**src/rtl/sweep_pkg.sv**
```systemverilog
// Shared types and defaults for the up/down sweep sequencer.
//   sweep_state_e : sequencer states
//   LW_DEF/PW_DEF : default lap-count and prescaler widths
package sweep_pkg;

    localparam int LW_DEF = 8;
    localparam int PW_DEF = 8;

    typedef enum logic [2:0] {
        ST_IDLE,
        ST_CLEAR,
        ST_UP,
        ST_DOWN,
        ST_DONE
    } sweep_state_e;

endpackage

```
**src/rtl/updown_sweep_ctrl_if.sv**
```systemverilog
// Control/status bundle between a register block (master) and the sweep
// sequencer (slave).
//   start, abort          : request strobes
//   cfg_up_laps/down_laps : lap counts, sampled when a sweep starts
//   cfg_presc             : enable period minus 1, sampled on start
//   busy, done, aborted   : sweep status
//   lap_cnt               : laps completed in the current phase
interface updown_sweep_ctrl_if #(
    parameter int LW = sweep_pkg::LW_DEF,
    parameter int PW = sweep_pkg::PW_DEF
);
    logic          start;
    logic          abort;
    logic [LW-1:0] cfg_up_laps;
    logic [LW-1:0] cfg_down_laps;
    logic [PW-1:0] cfg_presc;
    logic          busy;
    logic          done;
    logic          aborted;
    logic [LW-1:0] lap_cnt;

    modport master (
        output start, abort, cfg_up_laps, cfg_down_laps, cfg_presc,
        input  busy, done, aborted, lap_cnt
    );

    modport slave (
        input  start, abort, cfg_up_laps, cfg_down_laps, cfg_presc,
        output busy, done, aborted, lap_cnt
    );
endinterface

```
**src/rtl/sweep_prescaler.sv**
```systemverilog
// Enable throttle: while run is high, tick fires once every presc+1 cycles.
//   clk, rst : clock, synchronous active-high reset
//   run      : advance the divider (held value otherwise)
//   clr      : synchronous clear to 0
//   presc    : period minus 1
//   tick     : high on the cycle the divider equals presc (only while run)
module sweep_prescaler
    import sweep_pkg::*;
#(
    parameter int PW = PW_DEF
) (
    input  logic          clk,
    input  logic          rst,
    input  logic          run,
    input  logic          clr,
    input  logic [PW-1:0] presc,
    output logic          tick
);
    logic [PW-1:0] div_q;

    assign tick = run && (div_q == presc);

    always_ff @(posedge clk) begin
        if (rst || clr)
            div_q <= '0;
        else if (run)
            div_q <= tick ? '0 : div_q + PW'(1);
    end
endmodule

```
**src/rtl/updown_sweep_ctrl.sv**
```systemverilog
// Sequencer for an N-bit up/down wrap counter: clear, count up for a number
// of laps, count down for a number of laps, then pulse done.
//   clk, rst  : clock, synchronous active-high reset
//   bus       : control/status bundle (slave side)
//   cnt_pulse : counter terminal pulse (en && count at MAX/0 per direction)
//   cnt_clr_n : counter active-low clear
//   cnt_en    : counter enable
//   cnt_up    : counter direction, 1 = up
module updown_sweep_ctrl
    import sweep_pkg::*;
#(
    parameter int LW = LW_DEF,
    parameter int PW = PW_DEF
) (
    input  logic                       clk,
    input  logic                       rst,
    updown_sweep_ctrl_if.slave         bus,
    input  logic                       cnt_pulse,
    output logic                       cnt_clr_n,
    output logic                       cnt_en,
    output logic                       cnt_up
);
    sweep_state_e  state_q, state_d;
    logic [LW-1:0] lap_q, lap_d, lap_inc;
    logic [LW-1:0] up_laps_q, down_laps_q;
    logic [PW-1:0] presc_q;
    logic          first_q, first_d;
    logic          aborted_q, aborted_d;
    logic          latch;
    logic          tick, run, step;

    assign run     = (state_q == ST_UP) || (state_q == ST_DOWN);
    assign step    = cnt_en && cnt_pulse;
    assign lap_inc = lap_q + LW'(1);

    sweep_prescaler #(.PW(PW)) u_presc (
        .clk   (clk),
        .rst   (rst),
        .run   (run),
        .clr   (state_q == ST_CLEAR),
        .presc (presc_q),
        .tick  (tick)
    );

    // All outputs decode from registered state; start/abort only reach
    // them through a clock edge.
    assign cnt_en      = tick;
    assign cnt_clr_n   = (state_q != ST_CLEAR);
    assign cnt_up      = (state_q != ST_DOWN);
    assign bus.busy    = run || (state_q == ST_CLEAR);
    assign bus.done    = (state_q == ST_DONE);
    assign bus.aborted = aborted_q;
    assign bus.lap_cnt = lap_q;

    always_ff @(posedge clk) begin
        if (rst) begin
            state_q     <= ST_IDLE;
            lap_q       <= '0;
            first_q     <= 1'b0;
            aborted_q   <= 1'b0;
            up_laps_q   <= '0;
            down_laps_q <= '0;
            presc_q     <= '0;
        end else begin
            state_q   <= state_d;
            lap_q     <= lap_d;
            first_q   <= first_d;
            aborted_q <= aborted_d;
            if (latch) begin
                up_laps_q   <= bus.cfg_up_laps;
                down_laps_q <= bus.cfg_down_laps;
                presc_q     <= bus.cfg_presc;
            end
        end
    end

    always_comb begin
        state_d   = state_q;
        lap_d     = lap_q;
        first_d   = first_q;
        aborted_d = 1'b0;
        latch     = 1'b0;

        case (state_q)
            ST_IDLE: begin
                // abort together with start suppresses the start
                if (bus.start && !bus.abort) begin
                    latch   = 1'b1;
                    state_d = ST_CLEAR;
                end
            end
            ST_CLEAR: begin
                lap_d   = '0;
                first_d = 1'b1;
                if (up_laps_q != '0)        state_d = ST_UP;
                else if (down_laps_q != '0) state_d = ST_DOWN;
                else                        state_d = ST_DONE;
            end
            ST_UP: begin
                if (step) begin
                    if (lap_inc == up_laps_q) begin
                        lap_d   = '0;
                        first_d = 1'b1;
                        state_d = (down_laps_q != '0) ? ST_DOWN : ST_DONE;
                    end else begin
                        lap_d = lap_inc;
                    end
                end
            end
            ST_DOWN: begin
                // The first enabled step is the 0->MAX wrap left over from
                // the up phase; its pulse does not close a down lap.
                if (cnt_en)
                    first_d = 1'b0;
                if (step && !first_q) begin
                    lap_d = lap_inc;
                    if (lap_inc == down_laps_q)
                        state_d = ST_DONE;
                end
            end
            ST_DONE: state_d = ST_IDLE;
            default: state_d = ST_IDLE;
        endcase

        // Abort in DONE still lets done pulse but reports no abort.
        if (bus.abort && (state_q != ST_IDLE)) begin
            state_d   = ST_IDLE;
            aborted_d = (state_q != ST_DONE);
        end
    end
endmodule

```
**src/flat_wrapper.sv**
```systemverilog
// flat-port wrapper written by rule: the top's interface ports become plain ports
module updown_sweep_ctrl_flat import sweep_pkg::*;
#(
    parameter int LW = LW_DEF,
    parameter int PW = PW_DEF
)
  (clk, rst, cnt_pulse, cnt_clr_n, cnt_en, cnt_up, bus_start, bus_abort, bus_cfg_up_laps, bus_cfg_down_laps, bus_cfg_presc, bus_busy, bus_done, bus_aborted, bus_lap_cnt);
  updown_sweep_ctrl_if #(.LW(LW), .PW(PW)) bus_i ();
  input  logic clk;
  input  logic rst;
  input  logic cnt_pulse;
  output logic cnt_clr_n;
  output logic cnt_en;
  output logic cnt_up;
  input wire logic [$bits(bus_i.start)-1:0] bus_start;
  input wire logic [$bits(bus_i.abort)-1:0] bus_abort;
  input wire logic [$bits(bus_i.cfg_up_laps)-1:0] bus_cfg_up_laps;
  input wire logic [$bits(bus_i.cfg_down_laps)-1:0] bus_cfg_down_laps;
  input wire logic [$bits(bus_i.cfg_presc)-1:0] bus_cfg_presc;
  output wire logic [$bits(bus_i.busy)-1:0] bus_busy;
  output wire logic [$bits(bus_i.done)-1:0] bus_done;
  output wire logic [$bits(bus_i.aborted)-1:0] bus_aborted;
  output wire logic [$bits(bus_i.lap_cnt)-1:0] bus_lap_cnt;
  assign bus_i.start = bus_start;
  assign bus_i.abort = bus_abort;
  assign bus_i.cfg_up_laps = bus_cfg_up_laps;
  assign bus_i.cfg_down_laps = bus_cfg_down_laps;
  assign bus_i.cfg_presc = bus_cfg_presc;
  assign bus_busy = bus_i.busy;
  assign bus_done = bus_i.done;
  assign bus_aborted = bus_i.aborted;
  assign bus_lap_cnt = bus_i.lap_cnt;
  updown_sweep_ctrl #(.LW(LW), .PW(PW)) u_core (.clk(clk), .rst(rst), .bus(bus_i), .cnt_pulse(cnt_pulse), .cnt_clr_n(cnt_clr_n), .cnt_en(cnt_en), .cnt_up(cnt_up));
endmodule
```
**config.mk**
```make
export PLATFORM = sky130hd
export DESIGN_NAME = updown_sweep_ctrl_flat
export DESIGN_NICKNAME = d
export VERILOG_FILES = /design/src/rtl/sweep_pkg.sv /design/src/rtl/updown_sweep_ctrl_if.sv /design/src/rtl/sweep_prescaler.sv /design/src/rtl/updown_sweep_ctrl.sv /design/src/flat_wrapper.sv
export SDC_FILE = /design/constraint.sdc
export NUM_CORES = 1
export LEC_CHECK = 0
export CORE_ASPECT_RATIO = 0.75
export CORE_UTILIZATION = 41
export DETAILED_ROUTE_END_ITERATION = 10
export HOLD_SLACK_MARGIN = 0.1
export PLACE_DENSITY = 0.69
export SLEW_MARGIN = 20
export SYNTH_ARGS = -nofsm -noshare
export SYNTH_HDL_FRONTEND = slang
export SYNTH_SLANG_ARGS = --single-unit
```
**constraint.sdc**
```tcl
create_clock -name clk -period 5.1 [get_ports clk]
set_input_delay 1.02 -clock clk [delete_from_list [all_inputs] [get_ports clk]]
set_output_delay 1.02 -clock clk [all_outputs]
set_load 0.01 [all_outputs]
```
==> flow_summary.json <==
{
  "cts_tree": "yes",
  "p_per_area_nw_per_um2": 260,
  "synthFlopType": "dfxtp_1",
  "grt-ovfl-total": 0,
  "cts_sinks": 45,
  "antenna_found_initial": 0,
  "tns_ps": 0,
  "num_antenna_cells": 0,
  "first_pass_iters": 4,
  "period_needed_ps": 3170,
  "yosysSeqAreaShare": 0.352,
  "finalNetCount": 381,
  "grt_max_degree": 37,
  "synthTopCellsByCount": "nand2_1 (65), dfxtp_1 (45), a21oi_1 (37)",
  "hp-class": "reg2reg",
  "fillerInstances": 570,
  "die_h_um": 70.5,
  "row_count": 24,
  "crit_path_start_kind": "flop",
  "cts_root_buf": "clkbuf_8",
  "ys_seq_elements": 45,
  "worst_slack_ps": 1930,
  "post_synth.cell_area_avg_um2": 8.03,
  "die_w_um": 93.3,
  "syn-num-nets": 350,
  "status": "finished, final reports clean",
  "post_drt_wl_per_cell_um": 14.4,
  "drc": 0,
  "initial_core_util": 0.433,
  "crit_buf_inv": 1,
  "grt_use_total": 0.200,
  "fin_hold_ws_ps": 479,
  "slowest_delay_ps": 570,
  "synth_most_common_cell": "nand2_1",
  "dp_hpwl_um": 4640,
  "tightest_slew_ps": 932,
  "synth-async-reset-ratio": 0,
  "setup_viol": 0,
  "synthTopCellsByArea": "dfxtp_1 (35%), nand2_1 (9.5%), a21oi_1 (7.2%), xor2_1 (5.5%), xnor2_1 (4.4%)",
  "cp_slowest_cell": "clkdlybuf4s50_1",
  "grt_pass1_vias": 2163,
  "num_vias": 2339,
  "synth_warnings": 0,
  "dieArea_um2": 6570,
  "fmax_mhz": 315,
  "critPathKind": "reg2out",
  "crit_chain": "xor2_1, nor4_1, nand2_1, nor2_1, clkdlybuf4s50_1",
  "portBuffers": 42,
  "via_per_inst": 5.45,
  "ir_worst_vdd_v": 0.000139,
  "arrival_ps": 2150,
  "synth_edf_count": 0,
  "wl_um": 6200,
  "critPathTopFamily": "simple AND/OR/NAND/NOR gates",
  "h-tree-depth": 2,
  "place_ws_ps": 2160,
  "slew_viol_final": 0,
  "numCtsBuffers": 5,
  "layout-drive-gt1-share": 0.0712,
  "drt_iter0_drc": 133,
  "post-cts-setup-buffer-count": 0,
  "worst_setup_path_end_kind": "output port",
  "maxCapViolations": 0,
  "gp_congestion": 0.931,
  "fin_area_um2": 3090,
  "holdBufCountCts": 0,
  "synthCells": 319,
  "hold_violations": 0,
  "finalCritPeriodShare": 0.622,
  "finClkSkew_ps": 9.41,
  "path_max_fanout": 6,
  "grt_setup_unrepaired": "no",
  "max-clock-path-buffers": 2,
  "synth_top_area_frac": 0.352,
  "dpl_cell_area_um2": 2970,
  "required_ps": 4080,
  "ios": 43,
  "clk_latency_ps": 300,
  "core_area_um2": 5920,
  "synth_top_area_cell": "dfxtp_1",
  "grt_pass1_wl_um": 10400,
  "clk_pin_slew_ps": 90,
  "ant_nets": 0,
  "p_leak_uw": 0.00111,
  "synth_cell_types": 54,
  "cts_resized": 0,
  "synth_area_um2": 2560,
  "area_delta_synth_final_pct": 20.5,
  "slew_headroom": 0.377
}
-- final timing paths --
check,startpoint,to,slack [ps],depth (start not counted)
setup / recovery,u_core.u_presc.div_q[0],cnt_en,1930,5
setup reg to reg,u_core.bus.lap_cnt[0],u_core.state_q[0],2300,8
hold / removal,u_core.presc_q[1],u_core.presc_q[1],480,2
hold reg to reg,u_core.presc_q[1],u_core.presc_q[1],480,2
-- tightest hold or removal path, stage by stage (launching register included) --
cell	delay, ps
dfxtp_1	330
nand2_1	50
a21oi_1	50
-- per-stage QoR --
step / total power [uW] / instances / util
2_1_floorplan: 478 / 319 / -
3_3_place_gp: 524 / 421 / 0.502
3_5_place_dp: 527 / 421 / 0.502
4_1_cts: 809 / 429 / 0.522
5_1_grt: 842 / 429 / 0.522
6_report: 802 / 429 / 0.522
-- layout by cell type, fill, tap and decap left out, types with 2 or more instances in the layout --
master,synthesis,final
nand2_1,65,65
dfxtp_1,45,45
clkdlybuf4s50_1,0,42
a21oi_1,37,37
nor2_1,18,18
xor2_1,16,16
xnor2_1,13,13
inv_1,9,9
nor4_1,8,8
nand3_1,8,8
nand2b_1,7,7
o21ai_0,7,7
nand4_1,6,6
o22ai_1,6,6
clkbuf_8,0,5
nor3_1,4,4
nor2b_1,3,3
and2_1,3,3
a31oi_1,3,3
or2_2,2,2
a211o_1,2,2
nor4b_1,2,2
nand3b_1,2,2
and3_1,2,2
o311ai_0,2,2
and3b_1,2,2
o31ai_1,2,2
ha_1,2,2
inv_6,0,2
-- registers in the layout, summed over array words and instances (netlist names) --
signal	cells
u_core.first_q	1
u_core.state_q	3
u_core.u_presc.div_q	8
u_core.presc_q	8
u_core.bus.aborted	1
u_core.down_laps_q	8
u_core.bus.lap_cnt	8
u_core.up_laps_q	8
-- per-layer routing --
layer	GRT usage	up-vias	part of all wire
li1	-	1167	-
met1	0.303	1084	0.50
met2	0.282	82	0.41
met3	0.0512	6	0.084
met4	0.0410	0	0.0047
met5	0	-	0
-- layout make-up --
| class | instances | area (um^2) | share of cell area |
|---|---|---|---|
| Multi-Input combinational cell | 246 | 1510 | 0.489 |
| Clock inverter | 3 | 47.5 | 0.0154 |
| Clock buffer | 5 | 68.8 | 0.0223 |
| Inverter | 9 | 33.8 | 0.0109 |
| Sequential cell | 45 | 901 | 0.292 |
| Timing Repair Buffer | 43 | 428 | 0.139 |
| Tap cell | 78 | 97.6 | 0.0316 |
-- kinds of logic (layout without fill, tap and decap cells) --
group,count (synthesis),in the layout,share of synthesized area
AO/OA/AOI/OAI,71,71,0.179
AND/OR/NAND/NOR,143,143,0.293
buffers and inverters,28,60,0.0591
adder cells (fa/ha/maj),2,2,0.00976
flip-flops,45,45,0.352
XOR/XNOR,30,30,0.108
-- where the power goes --
part / switching (uW) / internal [uW]
clock network: 133 / 150
registers: 17.6 / 365
logic: 72.7 / 65.2
total: 223 / 580
(Power assumes the default switching activity.)
